[src/rtl/load_return_buffer_pkg.sv]
// rtl/load_return_buffer_pkg.sv - shared types and constants for the load return buffer
// Purpose: load size/sign/op encodings, buffer entry record and default depth.
package load_return_buffer_pkg;

  typedef enum logic [1:0] {
    MSIZE1 = 2'd0,
    MSIZE2 = 2'd1,
    MSIZE4 = 2'd2
  } msize_t;

  typedef enum logic {
    UNSIGNED = 1'b0,
    SIGNED   = 1'b1
  } sign_t;

  typedef enum logic [1:0] {
    OP_OTHER = 2'd0,
    OP_LWL   = 2'd1,
    OP_LWR   = 2'd2
  } op_t;

  localparam int LRB_DEPTH = 4;

  // Offset is held at the widest legal width (64-bit bus); narrower buses
  // leave the top bit at zero.
  typedef struct packed {
    logic [2:0]  off;
    msize_t      msize;
    sign_t       sig;
    op_t         op;
    logic [31:0] ref_val;
    logic        filled;
    logic        killed;
    logic [31:0] result;
    logic        misalign;
  } lrb_entry_t;

endpackage

[src/rtl/load_return_buffer_if.sv]
// rtl/load_return_buffer_if.sv - issue, bus-response and writeback handshake bundle
// Purpose: groups the load buffer handshakes into one port.
// Signals: req_* load issue (valid/ready + metadata), resp_* bus data (no stall),
//          out_* formatted result (valid/ready).
interface load_return_buffer_if
  import load_return_buffer_pkg::*;
#(
  parameter int BUS_W = 32
);
  localparam int OFF_W = $clog2(BUS_W / 8);

  logic              req_valid;
  logic              req_ready;
  logic [OFF_W-1:0]  req_off;
  msize_t            req_msize;
  sign_t             req_sig;
  op_t               req_op;
  logic [31:0]       req_ref;

  logic              resp_valid;
  logic [BUS_W-1:0]  resp_data;

  logic              out_valid;
  logic              out_ready;
  logic [31:0]       out_data;
  logic              out_misalign;

  modport master (
    output req_valid, req_off, req_msize, req_sig, req_op, req_ref,
    output resp_valid, resp_data, out_ready,
    input  req_ready, out_valid, out_data, out_misalign
  );

  modport slave (
    input  req_valid, req_off, req_msize, req_sig, req_op, req_ref,
    input  resp_valid, resp_data, out_ready,
    output req_ready, out_valid, out_data, out_misalign
  );

endinterface

[src/rtl/load_return_buffer_load_format.sv]
// rtl/load_return_buffer_load_format.sv - combinational lane select, extend and LWL/LWR merge
// Purpose: turns one raw bus response into the 32-bit load result.
// Ports: resp_word (raw bus data), off/msize/sig/op/ref_val (load metadata) in;
//        result (formatted word) and misalign out.
module load_format
  import load_return_buffer_pkg::*;
#(
  parameter int BUS_W = 32
) (
  input  logic [BUS_W-1:0] resp_word,
  input  logic [2:0]       off,
  input  msize_t           msize,
  input  sign_t            sig,
  input  op_t              op,
  input  logic [31:0]      ref_val,
  output logic [31:0]      result,
  output logic             misalign
);

  logic [31:0] b;
  logic [7:0]  byte_v;
  logic [15:0] half_v;

  always_comb begin
    // 64-bit bus: off[2] picks the upper word, then 32-bit rules apply.
    b = resp_word[31:0];
    if ((BUS_W == 64) && off[2]) begin
      b = resp_word[BUS_W-1 -: 32];
    end

    case (off[1:0])
      2'd0:    byte_v = b[7:0];
      2'd1:    byte_v = b[15:8];
      2'd2:    byte_v = b[23:16];
      default: byte_v = b[31:24];
    endcase
    half_v = off[1] ? b[31:16] : b[15:0];

    result   = '0;
    misalign = 1'b0;
    case (msize)
      MSIZE1: result = (sig == SIGNED) ? {{24{byte_v[7]}}, byte_v} : {24'd0, byte_v};
      MSIZE2: begin
        if (off[0]) begin
          misalign = 1'b1;
        end else begin
          result = (sig == SIGNED) ? {{16{half_v[15]}}, half_v} : {16'd0, half_v};
        end
      end
      MSIZE4: begin
        case (op)
          OP_LWL: begin
            case (off[1:0])
              2'd0:    result = {b[7:0],  ref_val[23:0]};
              2'd1:    result = {b[15:0], ref_val[15:0]};
              2'd2:    result = {b[23:0], ref_val[7:0]};
              default: result = b;
            endcase
          end
          OP_LWR: begin
            case (off[1:0])
              2'd0:    result = b;
              2'd1:    result = {ref_val[31:24], b[31:8]};
              2'd2:    result = {ref_val[31:16], b[31:16]};
              default: result = {ref_val[31:8],  b[31:24]};
            endcase
          end
          default: begin
            if (off[1:0] != 2'd0) begin
              misalign = 1'b1;
            end else begin
              result = b;
            end
          end
        endcase
      end
      default: result = '0;
    endcase
  end

endmodule

[src/rtl/load_return_buffer.sv]
// rtl/load_return_buffer.sv - in-order load completion buffer between bus response and writeback
// Purpose: records load metadata at issue, formats the bus response on arrival and
//          returns results in issue order with flush/kill and orphan detection.
// Ports: clk, reset (async, active-high); bus (load_return_buffer_if.slave: req/resp/out
//        handshakes); flush (kill all allocated loads); pending (allocated entry count);
//        orphan_err (sticky: response arrived with no unfilled entry).
module load_return_buffer
  import load_return_buffer_pkg::*;
#(
  parameter int BUS_W = 32,
  parameter int DEPTH = LRB_DEPTH
) (
  input  logic                    clk,
  input  logic                    reset,
  load_return_buffer_if.slave     bus,
  input  logic                    flush,
  output logic [$clog2(DEPTH):0]  pending,
  output logic                    orphan_err
);

  localparam int PW = $clog2(DEPTH);
  typedef logic [PW:0]   ptr_t;
  typedef logic [PW-1:0] idx_t;

  lrb_entry_t entries_q [DEPTH];
  lrb_entry_t entries_d [DEPTH];
  ptr_t alloc_ptr_q, alloc_ptr_d;
  ptr_t fill_ptr_q,  fill_ptr_d;
  ptr_t head_ptr_q,  head_ptr_d;
  logic orphan_err_q, orphan_err_d;

  idx_t alloc_idx, fill_idx, head_idx, rel_idx;
  logic head_busy, head_filled, head_killed;
  logic req_ready_w, out_valid_w;
  logic do_pop, do_alloc, do_fill, resp_orphan;
  logic [31:0] fmt_result;
  logic        fmt_misalign;

  assign alloc_idx   = alloc_ptr_q[PW-1:0];
  assign fill_idx    = fill_ptr_q[PW-1:0];
  assign head_idx    = head_ptr_q[PW-1:0];

  assign pending     = alloc_ptr_q - head_ptr_q;
  assign head_busy   = (head_ptr_q != alloc_ptr_q);
  assign head_filled = entries_q[head_idx].filled;
  assign head_killed = entries_q[head_idx].killed;

  // No bypass: a slot freed by this cycle's pop is only offered next cycle.
  assign req_ready_w = (pending != ptr_t'(DEPTH)) && !flush;
  assign out_valid_w = head_busy && head_filled && !head_killed;

  assign bus.req_ready    = req_ready_w;
  assign bus.out_valid    = out_valid_w;
  assign bus.out_data     = out_valid_w ? entries_q[head_idx].result : '0;
  assign bus.out_misalign = out_valid_w && entries_q[head_idx].misalign;

  // Killed entries drain silently once their response has been absorbed.
  assign do_pop      = head_busy && head_filled && (head_killed || bus.out_ready);
  assign do_alloc    = bus.req_valid && req_ready_w;
  // Compared against the pre-allocation pointer, so a response to a load
  // allocated in this same cycle counts as an orphan.
  assign resp_orphan = bus.resp_valid && (fill_ptr_q == alloc_ptr_q);
  assign do_fill     = bus.resp_valid && !resp_orphan;
  assign orphan_err  = orphan_err_q;

  load_format #(.BUS_W(BUS_W)) u_load_format (
    .resp_word (bus.resp_data),
    .off       (entries_q[fill_idx].off),
    .msize     (entries_q[fill_idx].msize),
    .sig       (entries_q[fill_idx].sig),
    .op        (entries_q[fill_idx].op),
    .ref_val   (entries_q[fill_idx].ref_val),
    .result    (fmt_result),
    .misalign  (fmt_misalign)
  );

  always_comb begin
    entries_d    = entries_q;
    alloc_ptr_d  = alloc_ptr_q;
    fill_ptr_d   = fill_ptr_q;
    head_ptr_d   = head_ptr_q;
    orphan_err_d = orphan_err_q | resp_orphan;
    rel_idx      = '0;

    // Kill every live entry except a head that completes its pop this cycle.
    if (flush) begin
      for (int i = 0; i < DEPTH; i++) begin
        rel_idx = idx_t'(i) - head_idx;
        if (({1'b0, rel_idx} < pending) && !(do_pop && (rel_idx == '0))) begin
          entries_d[i].killed = 1'b1;
        end
      end
    end

    if (do_fill) begin
      entries_d[fill_idx].filled   = 1'b1;
      entries_d[fill_idx].result   = fmt_result;
      entries_d[fill_idx].misalign = fmt_misalign;
      fill_ptr_d = fill_ptr_q + ptr_t'(1);
    end

    if (do_pop) begin
      head_ptr_d = head_ptr_q + ptr_t'(1);
    end

    if (do_alloc) begin
      entries_d[alloc_idx].off      = 3'(bus.req_off);
      entries_d[alloc_idx].msize    = bus.req_msize;
      entries_d[alloc_idx].sig      = bus.req_sig;
      entries_d[alloc_idx].op       = bus.req_op;
      entries_d[alloc_idx].ref_val  = bus.req_ref;
      entries_d[alloc_idx].filled   = 1'b0;
      entries_d[alloc_idx].killed   = 1'b0;
      entries_d[alloc_idx].result   = '0;
      entries_d[alloc_idx].misalign = 1'b0;
      alloc_ptr_d = alloc_ptr_q + ptr_t'(1);
    end
  end

  always_ff @(posedge clk or posedge reset) begin
    if (reset) begin
      for (int i = 0; i < DEPTH; i++) begin
        entries_q[i] <= '0;
      end
      alloc_ptr_q  <= '0;
      fill_ptr_q   <= '0;
      head_ptr_q   <= '0;
      orphan_err_q <= 1'b0;
    end else begin
      entries_q    <= entries_d;
      alloc_ptr_q  <= alloc_ptr_d;
      fill_ptr_q   <= fill_ptr_d;
      head_ptr_q   <= head_ptr_d;
      orphan_err_q <= orphan_err_d;
    end
  end

endmodule

[src/flat_wrapper.sv]
// flat-port wrapper written by rule: the top's interface ports become plain ports
module load_return_buffer_flat import load_return_buffer_pkg::*;
#(
  parameter int BUS_W = 32,
  parameter int DEPTH = LRB_DEPTH
)
  (clk, reset, flush, pending, orphan_err, bus_req_valid, bus_req_off, bus_req_msize, bus_req_sig, bus_req_op, bus_req_ref, bus_resp_valid, bus_resp_data, bus_out_ready, bus_req_ready, bus_out_valid, bus_out_data, bus_out_misalign);
  load_return_buffer_if #(.BUS_W(BUS_W)) bus_i ();
  input  logic clk;
  input  logic reset;
  input  logic flush;
  output logic [$clog2(DEPTH):0] pending;
  output logic orphan_err;
  input wire logic [$bits(bus_i.req_valid)-1:0] bus_req_valid;
  input wire logic [$bits(bus_i.req_off)-1:0] bus_req_off;
  input wire logic [$bits(bus_i.req_msize)-1:0] bus_req_msize;
  input wire logic [$bits(bus_i.req_sig)-1:0] bus_req_sig;
  input wire logic [$bits(bus_i.req_op)-1:0] bus_req_op;
  input wire logic [$bits(bus_i.req_ref)-1:0] bus_req_ref;
  input wire logic [$bits(bus_i.resp_valid)-1:0] bus_resp_valid;
  input wire logic [$bits(bus_i.resp_data)-1:0] bus_resp_data;
  input wire logic [$bits(bus_i.out_ready)-1:0] bus_out_ready;
  output wire logic [$bits(bus_i.req_ready)-1:0] bus_req_ready;
  output wire logic [$bits(bus_i.out_valid)-1:0] bus_out_valid;
  output wire logic [$bits(bus_i.out_data)-1:0] bus_out_data;
  output wire logic [$bits(bus_i.out_misalign)-1:0] bus_out_misalign;
  assign bus_i.req_valid = bus_req_valid;
  assign bus_i.req_off = bus_req_off;
  assign bus_i.req_msize = bus_req_msize;
  assign bus_i.req_sig = bus_req_sig;
  assign bus_i.req_op = bus_req_op;
  assign bus_i.req_ref = bus_req_ref;
  assign bus_i.resp_valid = bus_resp_valid;
  assign bus_i.resp_data = bus_resp_data;
  assign bus_i.out_ready = bus_out_ready;
  assign bus_req_ready = bus_i.req_ready;
  assign bus_out_valid = bus_i.out_valid;
  assign bus_out_data = bus_i.out_data;
  assign bus_out_misalign = bus_i.out_misalign;
  load_return_buffer #(.BUS_W(BUS_W), .DEPTH(DEPTH)) u_core (.clk(clk), .reset(reset), .bus(bus_i), .flush(flush), .pending(pending), .orphan_err(orphan_err));
endmodule
[config.mk]
export PLATFORM = sky130hd
export DESIGN_NAME = load_return_buffer_flat
export DESIGN_NICKNAME = d
export VERILOG_FILES = /design/src/rtl/load_return_buffer_pkg.sv /design/src/rtl/load_return_buffer_if.sv /design/src/rtl/load_return_buffer_load_format.sv /design/src/rtl/load_return_buffer.sv /design/src/flat_wrapper.sv
export SDC_FILE = /design/constraint.sdc
export NUM_CORES = 1
export LEC_CHECK = 0
export ABC_AREA = 1
export CORE_ASPECT_RATIO = 0.8
export CORE_MARGIN = 5
export CORE_UTILIZATION = 55
export CTS_CLUSTER_DIAMETER = 40
export DETAILED_ROUTE_END_ITERATION = 7
export HOLD_SLACK_MARGIN = 0.06
export PLACE_DENSITY = 0.75
export REMOVE_ABC_BUFFERS = 1
export SYNTH_ARGS = -nofsm -noshare
export SYNTH_HDL_FRONTEND = slang
export SYNTH_SLANG_ARGS = --single-unit
[constraint.sdc]
create_clock -name clk -period 15.4 [get_ports clk]
set_clock_uncertainty 0.15 [all_clocks]
set_input_delay 3.85 -clock clk [delete_from_list [all_inputs] [get_ports clk]]
set_output_delay 3.85 -clock clk [all_outputs]
set_load 0.02 [all_outputs]
==> flow_summary.ini, run 1 <==
[yosys]
synth_top_family_by_area = simple AND/OR/NAND/NOR gates
yosysWarnings = 0
synth_top_area_share_pct = 44.4
yosysSeqAreaShare_pct = 44.4
synthTopCellsByArea = dfrtp_1, nand2_1, o21ai_0
synth_area_mm2 = 0.0173
synth_simple_gate_area_share_pct = 25.4
synth-adder-area-share_pct = 1.93
synth.area.mux_share_pct = 0
synth_compound_area_share_pct = 18.8
async_reset_ff_share_pct = 100
synthCells = 2386
ys_seq_elements = 306
synthFlopType = dfrtp_1
synth_top_area_cell = dfrtp_1
ys_types = 36
avgSynthCellArea_um2 = 7.23
yosys.area_share.xor_xnor_pct = 0.457
synth_edf_count = 0

[floorplan]
coreArea_mm2 = 0.0312
io-pin-count = 116
die_width_um = 208
initial_core_util_pct = 55.3
num_rows = 58
die_y_um = 168
die_area_mm2 = 0.0350

[worst_setup_path]
cp-end-kind = primary output
crit_required_ns = 11.40
cp_data_arrival_time_ns = 5.16
crit_path_start_kind = input pin
critPathMaxFanout = 5
worstSetupPathType = in -> out

[clock_network]
cts_buffers = 38
cts_tree = built
post_cts_buffers = 0
clockBufferDepth = 3
cts_resized = 0
cts-root-buf = clkbuf_16
clk_pin_slew_ns = 0.05
htree_levels = 2
cts_num_sinks = 306
clk_latency_ns = 0.53
hold_buffers = 0

[placement]
dp.cells = 2771
gp_congestion = 0.922
port_buffers = 115
dp_hpwl_mm = 29.7
pre_cts_slack_ns = 6.24

[min_path]
hold_class = reg -> reg

[layout]
drive_gt1_share_pct = 5.38
layout.nets = 2494
syn_to_final_growth_pct = 13.2
final_util_pct = 62.6
fin_cells = 2839
final_common_cell = nand2_1
layout_common_cells = nand2_1, o21ai_0, dfrtp_1

[timing]
max_slew_margin_pct = 17.4
fin_ws_ns = 6.24
max_freq_ghz = 0.109
period_share_pct = 59.5
slew_viol_final = 0
final-hold-violation-count = 0
period_minus_slack_ns = 9.16
setup_violations = 0
worst_slew_pin_slew_ns = 1.24
rsz0062_at_grt = false
setup_tns_ns = 0

[run_status]
status = finished clean

[global_route]
grt_max_degree = 166
grt_pass1_vias = 15489
globalRouteOverflowTotal = 0
grt_usage_pct = 28.1
grt_pass1_wl_mm = 81.9
antenna_found_initial = 2

[route]
first_iter_violations = 2200
drt-wirelength-per-cell_um = 17.5
routed_wl_mm = 49.7
firstDrtPassIters = 6
vias = 16373
drc = 0
ant_nets = 0
viasPerCell = 5.77

[job]
maxCapViolCount = 0
==> kinds of logic (layout without fill, tap and decap cells) <==
family          Yosys count  count (layout)
flops                   306             306
fa+ha+maj                26              26
compound gates          643             643
buf+inv                 346             378
simple gates           1056            1056
xor+xnor                  9               9
other cells               0               1
==> metrics by stage <==
stage	hold slack [ns]	cell area, um^2
finish	0.330	19500
global placement	0.310	18300
global route	0.354	19500
floorplan	0.296	16300
detailed placement	0.317	18300
CTS	0.331	19500
==> worst paths after layout <==
path / start / endpoint / slack [ns] / cells past startpoint
max in group asynchronous: reset / u_core.entries_q[136] / 9.85 / 3
hold / removal: u_core.orphan_err / u_core.orphan_err / 0.33 / 1
setup reg to reg: u_core.fill_ptr_q[0] / u_core.entries_q[10] / 10.92 / 14
min in group asynchronous: reset / u_core.head_ptr_q[2] / 3.78 / 2
setup / recovery: flush / bus_req_ready / 6.24 / 5
hold reg to reg: u_core.orphan_err / u_core.orphan_err / 0.33 / 1
==> layout make-up <==
type	count	area [um^2]
fill	2746	11700
timing repair buffer	141	1360
antenna	1	2.50
clock buffer	49	1030
clock inverter	18	206
tap	420	526
inverter	170	648
multi-input combinational	1734	8100
sequential	306	7660
==> layer usage <==
layer	vias up	track usage [%]	share of wire (%)
met2	735	43.0	44
met5	-	0	0.014
met4	2	7.76	2.3
li1	7803	-	-
met1	7746	41.1	44
met3	87	5.57	9.2
==> synthesized netlist by cell type (2+ instances only) <==
master and instances:
buf_2 60, xnor2_1 4, buf_6 16, buf_4 13
inv_1 163, o22ai_1 2, or2_2 9, nand3_4 2
a32oi_1 4, nor2_2 3, dfrtp_1 306, inv_2 3
clkbuf_1 78, or2_1 2, xor2_1 5, nand2_1 624
o21ai_1 72, nand4_1 16, a31oi_1 4, nand3_2 2
nand3_1 192, clkinv_1 3, ha_1 25, buf_1 8
a21oi_1 224, nand2_4 3, o21ai_0 334, nand2_2 14
nor2_1 188
==> flip-flops by register name (all words and copies together) (netlist names) <==
register and count:
u_core.alloc_ptr_q 3, u_core.entries_q 296, u_core.fill_ptr_q 3, u_core.head_ptr_q 3
u_core.orphan_err 1
==> worst max-delay path, cell delays in order <==
cell and delay, ns:
clkdlybuf4s50_1 0.49, inv_1 0.10, nand2_2 0.07, inv_1 0.06
clkdlybuf4s50_1 0.59
Power of run 1 is left out: the tool's default activity adds up to more than one toggle a clock period on the data nets, which glitch-free logic cannot reach.
==> inputs of run 2 (changes only) <==
- CORE_UTILIZATION: 55 -> 54
- PLACE_DENSITY: 0.75 -> 0.77
- clock period: 15.4 -> 8.2 ns (I/O delays scaled with it)
==> flow_summary.ini, run 2 (synthesis gave the netlist of run 1 again) <==
[floorplan]
io-pin-count = 116
initial_core_util_pct = 54.8
coreArea_mm2 = 0.0315
die_y_um = 170
num_rows = 58
die_area_mm2 = 0.0356
die_width_um = 210

[layout]
syn_to_final_growth_pct = 13.8
final_util_pct = 62.3
top_register = u_core.entries_q
n_antenna_cell = 0
largest_reg_flops = 296
layout.nets = 2497
fin_area_mm2 = 0.0196
nFillCells = 2792
drive_gt1_share_pct = 5.85
final_common_cell = nand2_1
layout_common_cells = nand2_1, o21ai_0, dfrtp_1

[route]
firstDrtPassIters = 8
vias = 16655
drc = 0
first_iter_violations = 2176
viasPerCell = 5.85
routed_wl_mm = 50.6
drt-wirelength-per-cell_um = 17.8
ant_nets = 0

[timing]
worst_slew_pin_slew_ns = 1.24
final-hold-violation-count = 0
period_share_pct = 72.5
period_minus_slack_ns = 5.94
max_slew_margin_pct = 17.3
max_freq_ghz = 0.168
setup_violations = 0
slew_viol_final = 0
setup_tns_ns = 0
rsz0062_at_grt = false

[clock_network]
cts_resized = 0
clk_latency_ns = 0.55
htree_levels = 2
cts-root-buf = clkbuf_16
clk_pin_slew_ns = 0.06
cts_buffers = 41
cts_tree = built
hold_buffers = 0
post_cts_buffers = 0
clockBufferDepth = 3
cts_num_sinks = 306

[worst_setup_path]
r2r_slack_ns = 3.46
startpoint = u_core.head_ptr_q[0]
r2r_cells = 14
crit_path_start_kind = flop
r2r-start = u_core.fill_ptr_q[0]
cp-end-kind = primary output
worstSetupPathType = reg -> out
cp_data_arrival_time_ns = 3.74
critPathMaxFanout = 30
endpoint = bus_out_misalign
crit_required_ns = 6.00
r2r_end = u_core.entries_q[1]

[placement]
place_area_mm2 = 0.0183
port_buffers = 115
gp_congestion = 0.928
dp_hpwl_mm = 30.6

[global_route]
grt_max_degree = 124
grt_pass1_wl_mm = 81.7
grt_pass1_vias = 15941
grt_usage_pct = 27.8
antenna_found_initial = 0
globalRouteOverflowTotal = 0

[min_path]
hold_start = u_core.entries_q[53]
hold_class = reg -> reg

[run_status]
status = finished clean

[job]
maxCapViolCount = 0
[run 2: cell count changes in the layout (fill, tap and decap cells not counted)]
cell,before,now
buf_12,1,0
inv_6,5,7
clkbuf_1,8,4
diode_2,1,0
clkinv_4,1,2
clkbuf_16,39,41
buf_4,25,26
clkinvlp_4,3,2
clkinv_2,5,7
bufinv_16,3,1
clkbuf_8,2,7
inv_8,1,4
[run 2: metal layers]
metal	global-route usage (%)	up-vias	wire length, um
met1	39.7	7914	22100
met2	43.9	824	22800
li1	-	7810	-
met5	0	-	0
met3	4.61	107	4430
met4	9.13	0	1270
[run 2: area by class of cell]
cell class              count  area (um^2)  area share (%)
well taps                 420          526            2.68
multi-input cells        1734         8100            41.3
clock inverters            23          209            1.06
flip-flops and latches    306         7660            39.0
inverters                 170          648            3.30
repair buffers            141         1350            6.86
clock buffers              52         1140            5.80
[run 2: per-stage QoR]
step           cells  hold slack, ns  worst slack, ns
6_report        2846           0.328             2.26
3_3_place_gp    2771           0.310             2.64
2_1_floorplan   2210           0.296            -2.46
3_5_place_dp    2771           0.317             2.64
4_1_cts         2846           0.332             2.26
5_1_grt         2846           0.348             1.98
[run 2: how the worst min path moves through the flow]
stage,end,slack (ns),cells past startpoint
final,u_core.entries_q[53],0.33,2
after detailed placement,u_core.entries_q[58],0.32,2
after CTS,u_core.entries_q[64],0.33,2
after global routing,u_core.entries_q[286],0.35,2
after global placement,u_core.entries_q[53],0.31,2
after floorplan,u_core.entries_q[51],0.30,2
[run 2: critical path, stage by stage (launching register included)]
cell and delay (ns):
dfrtp_2 0.35, clkinv_1 0.58, ha_1 0.60, nand2_1 0.08
nor2_1 0.04, a21oi_1 0.14, nand2_1 0.16, buf_4 0.27
a221oi_1 0.28, clkdlybuf4s50_1 0.66
Power of run 2 is left out for the same reason.
